<file path="config.mk">
export PLATFORM = sky130hd
export DESIGN_NAME = weight_bar_renderer_flat
export DESIGN_NICKNAME = d
export VERILOG_FILES = /design/src/rtl/vga_bar_pkg.sv /design/src/rtl/weight_bar_renderer_if.sv /design/src/rtl/bar_column_tracker.sv /design/src/rtl/weight_bar_renderer.sv /design/src/flat_wrapper.sv
export SDC_FILE = /design/constraint.sdc
export NUM_CORES = 1
export LEC_CHECK = 0
export CORE_AREA = 3 3 125 187
export CTS_BUF_LIST = sky130_fd_sc_hd__clkbuf_4
export DETAILED_ROUTE_END_ITERATION = 8
export DIE_AREA = 0 0 128 190
export GPL_TIMING_DRIVEN = 0
export PLACE_DENSITY_LB_ADDON = 0.1
export SLEW_MARGIN = 25
export SYNTH_ARGS = -nofsm -noshare
export SYNTH_HDL_FRONTEND = slang
export SYNTH_SLANG_ARGS = --single-unit
export TNS_END_PERCENT = 10
</file>
<file path="constraint.sdc">
create_clock -name clock -period 7.8 [get_ports clock]
set_input_delay 1.17 -clock clock [delete_from_list [all_inputs] [get_ports clock]]
set_output_delay 1.17 -clock clock [all_outputs]
set_load 0.01 [all_outputs]
</file>
<file path="src/rtl/vga_bar_pkg.sv">
// rtl/vga_bar_pkg.sv - shared colour constants, column-FSM state type and width helpers
package vga_bar_pkg;

    localparam int RGB_W    = 12;
    localparam int HEIGHT_W = 12;

    localparam logic [RGB_W-1:0] POS_COLOR_DEF  = 12'hF00;
    localparam logic [RGB_W-1:0] NEG_COLOR_DEF  = 12'h0F0;
    localparam logic [RGB_W-1:0] AXIS_COLOR_DEF = 12'hFFF;
    localparam logic [RGB_W-1:0] BG_COLOR_DEF   = 12'h00F;

    typedef enum logic [1:0] {
        COL_LEFT  = 2'd0,
        COL_BAR   = 2'd1,
        COL_GAP   = 2'd2,
        COL_RIGHT = 2'd3
    } col_state_t;

    function automatic int idx_width(input int n);
        return (n > 1) ? $clog2(n) : 1;
    endfunction

endpackage

</file>
<file path="src/rtl/weight_bar_renderer_if.sv">
// rtl/weight_bar_renderer_if.sv - weight load handshake bundle
interface weight_bar_renderer_if #(
    parameter int NUM_BARS = 8,
    parameter int VAL_W    = 10
) ();

    logic [NUM_BARS*VAL_W-1:0] weights_flat;
    logic                      weights_valid;
    logic                      weights_ready;

    modport master (
        output weights_flat,
        output weights_valid,
        input  weights_ready
    );

    modport slave (
        input  weights_flat,
        input  weights_valid,
        output weights_ready
    );

endinterface

</file>
<file path="src/rtl/bar_column_tracker.sv">
// rtl/bar_column_tracker.sv - follows counter_x across the bar strip; outputs describe
// the pixel sampled on the most recent clock edge.
module bar_column_tracker
    import vga_bar_pkg::*;
#(
    parameter int NUM_BARS = 8,
    parameter int X0       = 101,
    parameter int PITCH    = 60,
    parameter int BAR_W    = 4,
    parameter int IDX_W    = idx_width(NUM_BARS)
) (
    input  logic             clock,
    input  logic             reset,
    input  logic [9:0]       counter_x,
    output logic             in_bar,
    output logic [IDX_W-1:0] idx,
    output logic             in_region
);

    localparam int               POS_W      = $clog2(PITCH);
    localparam logic [9:0]       X0_X       = 10'(X0);
    localparam logic [POS_W-1:0] BAR_LAST   = POS_W'(BAR_W - 1);
    localparam logic [POS_W-1:0] PITCH_LAST = POS_W'(PITCH - 1);
    localparam logic [IDX_W-1:0] IDX_LAST   = IDX_W'(NUM_BARS - 1);

    col_state_t       state_q, state_d;
    logic [IDX_W-1:0] idx_q, idx_d;
    logic [POS_W-1:0] pos_q, pos_d;

    always_comb begin
        state_d = state_q;
        idx_d   = idx_q;
        pos_d   = pos_q;
        if (counter_x == 10'd0) begin
            state_d = COL_LEFT;
            idx_d   = '0;
            pos_d   = '0;
        end else if (counter_x == X0_X) begin
            state_d = COL_BAR;
            idx_d   = '0;
            pos_d   = '0;
        end else begin
            case (state_q)
                COL_BAR: begin
                    pos_d = pos_q + 1'b1;
                    if (pos_q == BAR_LAST) begin
                        state_d = COL_GAP;
                    end
                end
                COL_GAP: begin
                    if (pos_q == PITCH_LAST) begin
                        pos_d = '0;
                        if (idx_q == IDX_LAST) begin
                            state_d = COL_RIGHT;
                        end else begin
                            state_d = COL_BAR;
                            idx_d   = idx_q + 1'b1;
                        end
                    end else begin
                        pos_d = pos_q + 1'b1;
                    end
                end
                default: ;
            endcase
        end
    end

    always_ff @(posedge clock or posedge reset) begin
        if (reset) begin
            state_q <= COL_LEFT;
            idx_q   <= '0;
            pos_q   <= '0;
        end else begin
            state_q <= state_d;
            idx_q   <= idx_d;
            pos_q   <= pos_d;
        end
    end

    assign in_bar    = (state_q == COL_BAR);
    assign in_region = (state_q == COL_BAR) || (state_q == COL_GAP);
    assign idx       = idx_q;

endmodule

</file>
<file path="src/rtl/weight_bar_renderer.sv">
// rtl/weight_bar_renderer.sv - draws signed weights as vertical bars about a baseline;
// double-buffered weight banks swap only at frame_start, colour out two cycles after sampling.
module weight_bar_renderer
    import vga_bar_pkg::*;
#(
    parameter int NUM_BARS  = 8,
    parameter int VAL_W     = 10,
    parameter int X0        = 101,
    parameter int PITCH     = 60,
    parameter int BAR_W     = 4,
    parameter int BASELINE  = 241,
    parameter int MAX_H     = 200,
    parameter logic [RGB_W-1:0] POS_COLOR  = POS_COLOR_DEF,
    parameter logic [RGB_W-1:0] NEG_COLOR  = NEG_COLOR_DEF,
    parameter logic [RGB_W-1:0] AXIS_COLOR = AXIS_COLOR_DEF,
    parameter logic [RGB_W-1:0] BG_COLOR   = BG_COLOR_DEF
) (
    input  logic                 clock,
    input  logic                 reset,
    input  logic [9:0]           counter_x,
    input  logic [9:0]           counter_y,
    input  logic                 frame_start,
    weight_bar_renderer_if.slave wif,
    output logic [RGB_W-1:0]     out_color
);

    localparam int FLAT_W = NUM_BARS * VAL_W;
    localparam int IDX_W  = idx_width(NUM_BARS);
    localparam logic signed [HEIGHT_W-1:0] BASE_S = HEIGHT_W'(BASELINE);

    logic [FLAT_W-1:0] shadow_q, shadow_d;
    logic [FLAT_W-1:0] active_q, active_d;
    logic              pending_q, pending_d;
    logic              xfer;

    logic             in_bar, in_region;
    logic [IDX_W-1:0] bar_idx;
    logic [9:0]       y1_q, y1_d;

    logic                 b_region_q, b_region_d;
    logic                 b_pos_q, b_pos_d;
    logic                 b_neg_q, b_neg_d;
    logic [9:0]           b_y_q, b_y_d;
    logic [HEIGHT_W-1:0]  b_mag_q, b_mag_d;
    logic [RGB_W-1:0]     out_color_q, out_color_d;

    logic [VAL_W-1:0]          v_sel;
    logic signed [VAL_W:0]     v_ext, abs_v;
    logic signed [HEIGHT_W-1:0] y_s, top_s, bot_s;

    bar_column_tracker #(
        .NUM_BARS (NUM_BARS),
        .X0       (X0),
        .PITCH    (PITCH),
        .BAR_W    (BAR_W),
        .IDX_W    (IDX_W)
    ) u_tracker (
        .clock     (clock),
        .reset     (reset),
        .counter_x (counter_x),
        .in_bar    (in_bar),
        .idx       (bar_idx),
        .in_region (in_region)
    );

    assign wif.weights_ready = ~pending_q;
    assign xfer              = wif.weights_valid & ~pending_q;

    // A swap and a fresh load can never coincide: a load needs pending low, a swap needs it high.
    always_comb begin
        shadow_d  = shadow_q;
        active_d  = active_q;
        pending_d = pending_q;
        if (frame_start && pending_q) begin
            active_d  = shadow_q;
            pending_d = 1'b0;
        end else if (xfer) begin
            shadow_d  = wif.weights_flat;
            pending_d = 1'b1;
        end
    end

    assign y1_d = counter_y;

    // Stage B: pick this bar's weight and reduce it to a clipped height plus direction.
    always_comb begin
        v_sel = '0;
        for (int k = 0; k < NUM_BARS; k++) begin
            if (bar_idx == IDX_W'(k)) begin
                v_sel = active_q[k*VAL_W +: VAL_W];
            end
        end
        v_ext = {v_sel[VAL_W-1], v_sel};
        abs_v = v_ext[VAL_W] ? -v_ext : v_ext;
        if (32'(abs_v) > MAX_H) begin
            b_mag_d = HEIGHT_W'(MAX_H);
        end else begin
            b_mag_d = HEIGHT_W'(abs_v);
        end
        b_pos_d    = in_bar && !v_sel[VAL_W-1] && (v_sel != '0);
        b_neg_d    = in_bar && v_sel[VAL_W-1];
        b_region_d = in_region;
        b_y_d      = y1_q;
    end

    // Stage C: signed row compare so BASELINE +/- MAX_H cannot wrap.
    always_comb begin
        y_s   = signed'(HEIGHT_W'(b_y_q));
        top_s = BASE_S - signed'(b_mag_q);
        bot_s = BASE_S + signed'(b_mag_q);
        out_color_d = BG_COLOR;
        if (b_region_q && (y_s == BASE_S)) begin
            out_color_d = AXIS_COLOR;
        end
        if (b_pos_q && (y_s >= top_s) && (y_s < BASE_S)) begin
            out_color_d = POS_COLOR;
        end
        if (b_neg_q && (y_s > BASE_S) && (y_s <= bot_s)) begin
            out_color_d = NEG_COLOR;
        end
    end

    always_ff @(posedge clock or posedge reset) begin
        if (reset) begin
            shadow_q    <= '0;
            active_q    <= '0;
            pending_q   <= 1'b0;
            y1_q        <= '0;
            b_region_q  <= 1'b0;
            b_pos_q     <= 1'b0;
            b_neg_q     <= 1'b0;
            b_y_q       <= '0;
            b_mag_q     <= '0;
            out_color_q <= '0;
        end else begin
            shadow_q    <= shadow_d;
            active_q    <= active_d;
            pending_q   <= pending_d;
            y1_q        <= y1_d;
            b_region_q  <= b_region_d;
            b_pos_q     <= b_pos_d;
            b_neg_q     <= b_neg_d;
            b_y_q       <= b_y_d;
            b_mag_q     <= b_mag_d;
            out_color_q <= out_color_d;
        end
    end

    assign out_color = out_color_q;

endmodule

</file>
<file path="src/flat_wrapper.sv">
// flat-port wrapper written by rule: the top's interface ports become plain ports
module weight_bar_renderer_flat import vga_bar_pkg::*;
#(
    parameter int NUM_BARS  = 8,
    parameter int VAL_W     = 10,
    parameter int X0        = 101,
    parameter int PITCH     = 60,
    parameter int BAR_W     = 4,
    parameter int BASELINE  = 241,
    parameter int MAX_H     = 200,
    parameter logic [RGB_W-1:0] POS_COLOR  = POS_COLOR_DEF,
    parameter logic [RGB_W-1:0] NEG_COLOR  = NEG_COLOR_DEF,
    parameter logic [RGB_W-1:0] AXIS_COLOR = AXIS_COLOR_DEF,
    parameter logic [RGB_W-1:0] BG_COLOR   = BG_COLOR_DEF
)
  (clock, reset, counter_x, counter_y, frame_start, out_color, wif_weights_flat, wif_weights_valid, wif_weights_ready);
  weight_bar_renderer_if #(.NUM_BARS(NUM_BARS), .VAL_W(VAL_W)) wif_i ();
  input  logic clock;
  input  logic reset;
  input  logic [9:0] counter_x;
  input  logic [9:0] counter_y;
  input  logic frame_start;
  output logic [RGB_W-1:0] out_color;
  input wire logic [$bits(wif_i.weights_flat)-1:0] wif_weights_flat;
  input wire logic [$bits(wif_i.weights_valid)-1:0] wif_weights_valid;
  output wire logic [$bits(wif_i.weights_ready)-1:0] wif_weights_ready;
  assign wif_i.weights_flat = wif_weights_flat;
  assign wif_i.weights_valid = wif_weights_valid;
  assign wif_weights_ready = wif_i.weights_ready;
  weight_bar_renderer #(.NUM_BARS(NUM_BARS), .VAL_W(VAL_W), .X0(X0), .PITCH(PITCH), .BAR_W(BAR_W), .BASELINE(BASELINE), .MAX_H(MAX_H), .POS_COLOR(POS_COLOR), .NEG_COLOR(NEG_COLOR), .AXIS_COLOR(AXIS_COLOR), .BG_COLOR(BG_COLOR)) u_core (.clock(clock), .reset(reset), .counter_x(counter_x), .counter_y(counter_y), .frame_start(frame_start), .wif(wif_i), .out_color(out_color));
endmodule
</file>
Yosys cells after proc, flatten, opt, wreduce, memory -nomap -nowiden
Cells that the tools add are included.
W data, S select, Z words.
{"block": "totals", "regBits": 219, "input_bits": 104, "out_inout_bits": 13, "word_cells": 93}
{"block": "classes", "add_sub_neg": 5, "order_cmp": 5, "n_eq_ne": 16, "n_mux": 30, "n_bitwise": 3, "reduce_logical": 21}
{"operator": "$mux W10", "n": 8}
{"operator": "$mux W12", "n": 4}
{"operator": "$mux W6", "n": 3}
{"operator": "$mux W3", "n": 5}
{"operator": "$add A9 B12 Y12 const A", "n": 1}
{"operator": "$eq A3 B3 Y1 const B", "n": 4}
{"operator": "$ge A11 B12 Y1", "n": 1}
{"operator": "$le A11 B12 Y1", "n": 1}
{"operator": "$pmux W6 S2", "n": 1}
{"operator": "$sub A9 B12 Y12 const A", "n": 1}
{"operator": "$gt A11 B9 Y1 const B", "n": 1}
{"operator": "$mux W11", "n": 1}
{"operator": "$neg A10 Y11", "n": 1}
{"operator": "$eq A10 B7 Y1 const B", "n": 1}
{"operator": "$eq A10 B9 Y1 const B", "n": 1}
{"operator": "$gt A10 B8 Y1 const B", "n": 1}
{"operator": "$logic_not A10 Y1", "n": 1}
{"operator": "$lt A10 B8 Y1 const B", "n": 1}
{"operator": "$mux W2", "n": 5}
{"operator": "$reduce_bool A10 Y1", "n": 1}
{"operator": "$logic_and A1 B1 Y1", "n": 9}
{"operator": "$ne A4 B4 Y1 const B", "n": 2}
{"operator": "$add A6 B1 Y6 const B", "n": 1}
{"operator": "$eq A3 B2 Y1 const B", "n": 2}
{"operator": "19 further kinds", "n": 23}

Depth between registers and ports, before layout
Gate-level depths: netlist (run 1).
{"block": "depth", "depth_word": 13, "mapped_depth": 16}

Hierarchy
A second synthesis (run 1) with hierarchy kept.
{"block": "unflattened", "cells_unflattened": 757, "area_unflattened_um2": 9979.6}
{"mod": "weight_bar_renderer", "n_inst": 1, "cells_each": 687, "area_per_inst_um2": 9283.9}
{"mod": "bar_column_tracker", "n_inst": 1, "cells_each": 70, "area_per_inst_um2": 695.7}

Least setup slack after synthesis (run 1)
No wires, ideal clock.
{"block": "synth_timing", "kind": "register -> register", "from": "reg u_core.u_tracker.idx_q[2], in the netlist u_core.u_tracker.idx[2]", "to": "reg u_core.b_mag_q[3]", "arrival_ps": 3226, "required_ps": 7668, "path_slack_ps": 4442, "stages_incl_launch_ff": 16, "cell_sequence": "dfrtp_1 buf_2 inv_1 buf_2 ha_1 buf_2 nor2_1 o221a_1 o221ai_2 a21boi_1 ha_1 nor2b_4 or3b_1 o311ai_2 a2bb2oi_2 or3b_1"}
{"block": "synth_via", "elab_chain_cells": 13, "word_cells_on_any_way": 20}
{"item": "start: declaration", "line_no": "bar_column_tracker.sv:27", "text": "logic [IDX_W-1:0] idx_q, idx_d;"}
{"item": "start signal: assignment", "line_no": "bar_column_tracker.sv:75", "text": "idx_q <= idx_d;"}
{"item": "$logic_not A3 Y1", "line_no": "weight_bar_renderer.sv:89", "text": "if (bar_idx == IDX_W'(k)) begin"}
{"item": "$mux W10 (7 in series)", "line_no": "weight_bar_renderer.sv:89"}
{"item": "$mux W10 *", "line_no": "weight_bar_renderer.sv:89"}
{"item": "$neg A10 Y11", "line_no": "weight_bar_renderer.sv:94", "text": "abs_v = v_ext[VAL_W] ? -v_ext : v_ext;"}
{"item": "$mux W11 *", "line_no": "weight_bar_renderer.sv:94"}
{"item": "$gt A11 B9 Y1", "line_no": "weight_bar_renderer.sv:95", "text": "if (32'(abs_v) > MAX_H) begin"}
{"item": "$mux W12 *", "line_no": "weight_bar_renderer.sv:95"}
{"item": "via u_core.b_mag_d[3]", "line_no": "weight_bar_renderer.sv:44", "text": "logic [HEIGHT_W-1:0] b_mag_q, b_mag_d;"}
{"item": "end signal: assignment", "line_no": "weight_bar_renderer.sv:144", "text": "b_mag_q <= b_mag_d;"}
{"item": "end: declaration", "line_no": "weight_bar_renderer.sv:44"}
The timed path passes the listed nets; every way through them passes the cells marked *.
A chain may end at the register's enable or synchronous reset.

Worst setup path in the final report (run 1)
Ends and elaborated chain as after synthesis.

==> results of run 1 <==
-- sequential cells by signal, indices dropped and copies added (netlist names), 2 cells and up --
signal / flops
u_core.shadow_q: 80
u_core.active_q: 80
u_core.u_tracker.state_q: 2
u_core.u_tracker.pos_q: 6
u_core.b_y_q: 10
u_core.b_mag_q: 11
u_core.u_tracker.idx: 3
u_core.b_y_d: 10
u_core.out_color: 3
-- kinds of logic (layout without fill, tap and decap cells) --
group / Yosys count / in the layout / share of synthesized area (%)
DFF: 209 / 209 / 53.33
adders and majority gates: 32 / 32 / 4.083
xor gates and xnor gates: 24 / 24 / 2.143
muxes: 162 / 162 / 18.58
other: 1 / 4 / 0.03824
AOI/OAI and AO/OA: 131 / 131 / 10.09
and+or+nand+nor: 158 / 158 / 8.382
buffers and inverters: 73 / 266 / 3.355
-- final cells by class --
| type | instances | area share (%) |
|---|---|---|
| diodes | 1 | 0.02101 |
| repair buffers | 118 | 10.21 |
| clock buffers | 66 | 4.160 |
| flip-flops and latches | 209 | 43.91 |
| multi-input cells | 510 | 35.72 |
| well taps | 272 | 2.857 |
| plain buffers | 47 | 1.943 |
| clock inverters | 9 | 0.2941 |
| inverters | 26 | 0.8824 |
-- cells in the mapped netlist, drive strengths merged, types with 6 or more instances --
library cell  number  area, um^2
or3                6       37.54
mux2             160        1802
buf               27       156.4
xnor2             13       113.9
inv               25       93.84
nor2b             15       101.3
a21oi             29       152.7
nor2              37       138.9
nand3             17       85.08
nand2             29       108.9
o211ai             6       50.05
xor2              11       96.34
nor3              11       55.05
nand2b            12       75.07
a221oi             9       91.34
ha                32       400.4
a221o              7       70.07
o21ai             20       100.1
dfrtp            209        5230
clkbuf            20       75.07
-- per-layer routing --
layer / track usage (%) / routed length [um]
met3: 3.062 / 705
met4: 7.026 / 603
met1: 20.08 / 8081
met5: 0 / 0
met2: 36.38 / 12830
-- power breakdown --
part           leakage, nW  internal, mW  switching [mW]  total [mW]
sequential            2.44          1.42           0.236        1.65
clock                0.323         0.386           0.393       0.779
combinational         2.29         0.794           0.893        1.69
-- worst paths after layout --
| path | start | end | slack, ns | cells past startpoint |
|---|---|---|---|---|
| hold reg to reg | u_core.b_y_d[3] | u_core.b_y_q[3] | 0.35 | 0 |
| hold / removal | u_core.b_y_d[3] | u_core.b_y_q[3] | 0.35 | 0 |
| setup / recovery | u_core.u_tracker.idx[2] | u_core.b_mag_q[3] | 3.78 | 16 |
| setup reg to reg | u_core.u_tracker.idx[2] | u_core.b_mag_q[3] | 3.78 | 16 |
| min in group asynchronous | reset | u_core.b_y_d[6] | 0.95 | 2 |
| max in group asynchronous | reset | u_core.active_q[0] | 5.72 | 4 |
-- critical path, delay by kind of cell (launching register included) --
family                   cells  cell delay (ns)
flip-flops                   1             0.35
buffers and inverters        5             0.70
AO/OA/AOI/OAI                4             0.74
adder cells (fa/ha/maj)      2             0.53
AND/OR/NAND/NOR              5             1.57
==> impl.org, run 1 <==
** STA
- RSZ-0062 raised after global routing :: no
- Finish-stage setup viols :: 0
- At the pin with the least slew margin, the transition time is about 0.79 ns.
- Slew Limit Headroom :: 47.07%
- The number of endpoints with negative hold slack in the final report came to 0.
- Highest attainable clock frequency :: approximately 250 MHz
- Of the available clock period, the critical path in the final layout requires just over 50%.
- Post-route minimum period :: 4.015 ns
- Across all hold checks on the routed design, the worst slack comes to 0.3513 ns.
- Final Max Tran Viols :: 0
- Worst-case clock skew :: 0.02461 ns
- Setup_tns :: 0 ns
- Least setup slack across all paths after layout :: 3.785 ns

** Setup path
- STA classifies the critical path startpoint as a register.
- The worst setup path is of the reg2reg kind.
- STA puts the critical path data arrival time at 4.51 ns.
- For this run, the slowest stage of the critical path takes 0.46 ns.
- Walking the worst path, the cells encountered are buf_2 -> inv_1 -> buf_2 -> ha_1 -> buf_2 -> nor2_1 -> o221a_1 -> o221ai_2 -> nand2_1 -> inv_1 -> ha_1 -> nor2b_4 -> or3b_1 -> o311ai_2 -> a2bb2oi_2 -> or3b_1.
- By instance count, the cell type seen most on the critical path is buf_2.
- In this run the worst path has a maximum fanout of 10.
- Slowest-stage cell, CP :: nor2_1
- For the worst setup path, the data required time is 8.29 ns.
- The worst setup path is captured at a register.

** Clock network
- The tree is rooted in a clkbuf_4.
- Clock buffer count from CTS :: approximately 50
- Buffers from clock root to sink, at most :: 3
- Clock latency on the worst-skew pair, taken at its later pin, is about 0.63 ns.
- The H-tree generated during clock tree synthesis spans 2 levels.
- After clock tree synthesis, the clock-pin slew on the worst setup and hold paths is around 0.070 ns.
- TritonCTS built the clock tree.
- Count of cells resized by post-cts repair :: 0
- The clock net in this run drives a total of 209 sinks.
- Total of hold buffers inserted after clock tree synthesis :: 0
- Buffers added to address setup during post-CTS repair amount to 0.

** Floorplanning
- Number of rows in the core area :: 66
- The floorplan step set the die width to about 130 um.
- The die is 190 um tall.
- In this run the standard cell core region covers 21800 um^2.
- Once the floorplan was initialized, standard cells occupied 44.98% of the core.
- The die covers 24320 um^2.
- Pin placement for this block handled roughly 120 I/O pins.

** GRT
- Largest net degree at the start of global routing :: 95
- For this run the aggregate overflow at the end of global routing stands at 0.
- Antenna violations before repair :: 1
- Number of global-route vias before repair :: 7058
- Global routing used 18.82% of the available tracks across all layers.
- Global-route wire length before repair :: 36.09 mm

** Power and ir drop
- Power after layout :: 4.117 mW
- VDD sags by at most 0.0001536 V.
- Summed over all cells, the static leakage comes to 5.058 nW.
- Dividing total power by cell area gives a power density of 345.6 nW/um^2.

** Yosys
- Main synth FF type :: dfrtp_1
- Netlist area before placement :: 9807 um^2
- During synthesis, Yosys emitted a total of 0 warnings.
- Yosys cell types :: 75
- Fraction of registers with async set/reset :: 100.0%
- Each instance of the synthesized netlist takes up on average 12.41 um^2.
- Sequential elements use 53.33% of the synthesized area.
- The synthesized design contains 0 enable-type register cells.
- The synthesized design contains 209 register bits.
- Cell count after synthesis :: 790

** Detailed routing
- Detailed routing inserted a total of 6673 vias.
- Final wirelength :: 22.22 mm
- Antenna-violating nets left :: 0
- DR DRC count :: 0
- Dividing the detail-routed wire length by the instance count gives 17.67 um.
- Number of search-and-repair iterations in the first detailed-routing pass :: 4
- In this run, the number of DRC markers left after iteration 0 of detailed routing was 277.
- Ratio of routed vias to standard cells :: 5.304

** Cells and area
- Area used by multi-input combinational logic :: 4255 um^2
- Once layout is done, the placed cells without fillers occupy 11910 um^2.
- After the last flow step, the layout net total stands at 1097.
- The filler cells instantiated in the layout total 1933.
- The library cell used most frequently in the layout, excluding fill and tap cells, is dfrtp_1.
- Growth of design area from synthesis to finish :: 21.46%
- Post-route core utilization :: a little over half
- Final non-filler cell total :: ~1300
- Most frequent cells in the layout :: dfrtp_1 (209), mux2_2 (160), clkdlybuf4s50_1 (116)
- Share of cells above drive strength 1 :: 27.11%
- Storage element area :: 5230 um^2

** Placed design
- Placement Setup Slack :: 3.831 ns
- Including well taps, the total number of placed cells is 1182.
- At the end of routability-driven placement, the weighted congestion stood at 0.9165.
- In this run the tool buffered the top-level ports with around 120 buffer cells.
- Detailed-placement wirelength estimate :: 16.90 mm
- Post-Place Cell Area :: 11380 um^2

** Outcome
- The run finished with clean final reports.

** Job
- Count of max-cap constraint violations :: 0

** Hold path
- The min-delay analysis places its worst path in the category reg2reg.
Note: power is estimated with default switching activity, not from simulation.
==> inputs of run 2 (changes only) <==
==> constraint.sdc (replaced) <==
create_clock -name clock -period 3.75 [get_ports clock]
set_input_delay 0.5625 -clock clock [delete_from_list [all_inputs] [get_ports clock]]
set_output_delay 0.5625 -clock clock [all_outputs]
set_load 0.01 [all_outputs]
==> run 2 against run 1 <==
Maximum frequency increased by 12%. Die area stayed put. Register-to-register slack got worse by 3.6 ns. Clock skew decreased by 0.0029 ns. Via count up 1.8%. Clock power rose by 120%. Largest power group unchanged.
==> impl.org, run 2 (synthesized netlist as in run 1, its figures left out) <==
** Outcome
- Status :: complete, no violations

** Setup path
- Along the worst path, the maximum fanout reaches 10.
- Cell-by-cell trace of the critical path :: clkbuf_4 -> inv_1 -> clkbuf_4 -> ha_1 -> clkbuf_4 -> nor2_4 -> o221a_1 -> o221ai_4 -> a21boi_2 -> ha_2 -> nor2b_4 -> or3b_1 -> o311ai_2 -> a2bb2oi_2 -> or3b_1
- The worst setup path is launched from a register.
- For this design, the slowest cell found on the critical path is or3b_1.
- The cell that appears most often on the critical path is clkbuf_4.
- For this run, the slowest stage of the critical path takes 0.37 ns.
- Crit path max-delay family :: simple AND/OR/NAND/NOR gates
- For the worst setup path, the data arrival time is 4.08 ns.
- Category of the critical setup timing path :: reg2reg
- First element of the critical path :: u_core.u_tracker.idx[2]
- Launch point of the worst reg-to-reg path :: u_core.u_tracker.idx[2]
- Data required time at the worst endpoint :: 4.24 ns
- Type of destination of the critical path :: register
- Together, buffers and inverters on the worst path number 4.

** Power and ir drop
- In this run the power density over the cells is approximately 720 nW/um^2.
- Share of power burned in combinational logic :: 41.4%
- Of the total power, registers draw between 30% and 40%.
- The internal portion of the total power is between 5 and 6 mW.
- Switching Fraction :: 37.12%
- IR analysis of the VDD net gives a maximum drop of about 0.00033 V.
- Clock share of power :: between 10% and 20%
- Standby leakage power :: 5.160 nW
- In this run the power spent charging and discharging nets is 3.265 mW.

** Detailed routing
- The detail route stage leaves a number of antenna-violating nets equal to 0.
- DR DRC count :: 0
- For this block, the initial DRC count from the detailed router was approximately 330.
- Dividing the detail-routed wire length by the instance count gives roughly 17 um.
- The first detailed-routing pass ran for 6 iterations.
- In the routed layout, each cell is associated on average with a via count of 5.315.
- Detailed routing inserted a total of 6792 vias.
- Final wirelength :: approximately 22 mm

** STA
- Dividing the final minimum period by the clock period gives approximately 96%.
- In the post-route analysis, the smallest setup slack over all paths is 0.1557 ns.
- For the finished layout, the period the worst path requires is around 3.6 ns.
- The clock arrives with 0.02167 ns of skew.
- The count of pins over their slew limit came to 0.
- Adding up every negative setup slack in the final design gives 0 ns.
- The worst pin sits at a relative slew slack of 51.42%.
- Finish-stage setup viols :: 0
- The number of endpoints with negative hold slack in the final report was 0.
- Actual transition at the worst max-transition pin :: 0.7287 ns
- RSZ-0062 raised after global routing :: no
- Static timing analysis puts the maximum clock frequency at 278.2 MHz.

** GRT
- All-Layer GR Usage :: about a fifth
- The number of global-route vias before repair is 7147.
- Largest net degree at the start of global routing :: 32
- The first global-routing pass estimated 36.25 mm of wire.
- Met1 track demand over resource in global routing :: 20.14%
- Total gr overflow :: 0
- Antenna violations before repair :: 1
- Met2 routing resource usage after global routing :: 36.56%
- Gr busiest metal :: met2
- GR met3 Demand/Resource :: 3.230%

** Placed design
- Timing analysis after detailed placement gives a worst setup slack of -0.1726 ns.
- Buffers on Ports :: 116
- Detailed-placement wirelength estimate :: roughly 17 mm
- Final Wtd Congestion :: 0.8930

** Floorplanning
- Initial standard-cell utilization of the core :: between 40% and 50%
- 117 I/O pins were placed.
- Die Height :: approximately 190 um
- Core region area :: roughly 22000 um^2
- Die X-Extent :: approximately 130 um
- The die covers between 20000 and 25000 um^2.
- The floorplan has 66 rows.

** Clock network
- Later-pin clock latency in the skew report :: 0.62 ns
- CTS saw 209 sinks.
- Reg clk slew, reported paths :: 0.07 ns
- Clock buffer count from CTS :: between 50 and 60
- Buffers inserted to repair hold after CTS numbered 0.
- Number of levels in the clock H-tree :: 2
- Buffers from clock root to sink, at most :: 3
- Clk root buf :: clkbuf_4
- TritonCTS built the clock tree.

** Cells and area
- Growth of design area from synthesis to finish :: 24.05%
- The top cell types in the final layout, fill and taps aside, are dfrtp_1 (209), mux2_2 (160), clkdlybuf4s50_1 (116).
- Most common library cell in the layout ignoring fill and taps :: dfrtp_1
- The net count of the finished layout is 1107.
- Leading registers by flop count :: u_core.active_q (80), u_core.shadow_q (80), u_core.b_mag_q (11)
- Cells with a size suffix above 1 make up 28.86% of the layout.
- At the end of the flow the core is filled with cells to 55.80%.

** Job
- Max-cap violations in this run came to 0.

** Hold path
- Path class of the lowest-slack min-delay path :: in2async
==> run 2: cell count changes in the layout (fill, tap and decap cells not counted), moves of 2 or more <==
cell / before / now
ha_1: 32 / 30
buf_12: 0 / 8
buf_4: 10 / 12
o221ai_4: 0 / 2
buf_16: 2 / 0
nor2_1: 37 / 35
ha_2: 0 / 2
clkinv_2: 1 / 4
buf_2: 8 / 5
o221ai_2: 2 / 0
clkinv_1: 8 / 14
clkbuf_4: 66 / 73
==> run 2: area by class of cell <==
cell class                 instances  area (um^2)
multi-input combinational        510         4320
clock buffer                      70        525.5
tap                              272        340.3
sequential                       209         5230
timing repair buffer             126         1336
antenna                            1        2.502
fill                            1923         9635
clock inverter                    17        68.82
buffer                            47        240.2
inverter                          26        101.3
==> run 2: timing repair <==
item / 4_1_cts / 5_1_grt
pin swaps: 0 / 3
setup buffers: 0 / 2
endpoints found under the hold margin: 0 / 0
endpoints found under the setup margin: 1 / 5
gates resized for setup: 3 / 13
==> run 2: per-layer routing <==
layer,wire (um),share of wire (%)
met3,929,4.2
met2,12860,58
met5,0,0
met4,727,3.3
met1,7835,35
==> run 2: power by group through the flow <==
| stage | logic, mW | registers (mW) | clock network (mW) |
|---|---|---|---|
| 4_1_cts | 3.54 | 3.46 | 1.80 |
| 5_1_grt | 4.04 | 3.52 | 1.92 |
| 3_5_place_dp | 3.51 | 3.50 | 0 |
| 3_3_place_gp | 3.44 | 3.49 | 0 |
| 2_1_floorplan | 2.70 | 3.25 | 0 |
| 6_report | 3.64 | 3.44 | 1.71 |
==> run 2: worst paths after layout <==
check / cells past startpoint / slack, ns / end
min: 2 / 0.17 / u_core.b_y_d[6]
min reg2reg: 0 / 0.35 / u_core.b_y_q[5]
max: 15 / 0.16 / u_core.b_mag_q[3]
max reg2reg: 15 / 0.16 / u_core.b_mag_q[3]
max in group asynchronous: 7 / 2.37 / u_core.shadow_q[1]
min in group clock: 0 / 0.35 / u_core.b_y_q[5]
==> run 2: stage by stage <==
step / power (mW) / std cells / hold WS [ns] / instance area, um^2
floorplan: 5.954 / 792 / 0.3312 / 9818
global placement: 6.927 / 1180 / 0.3329 / 11320
finish: 8.796 / 1278 / 0.1713 / 12170
detailed placement: 7.010 / 1188 / 0.3356 / 11480
CTS: 8.798 / 1275 / 0.1255 / 12080
global route: 9.483 / 1278 / 0.1256 / 12170
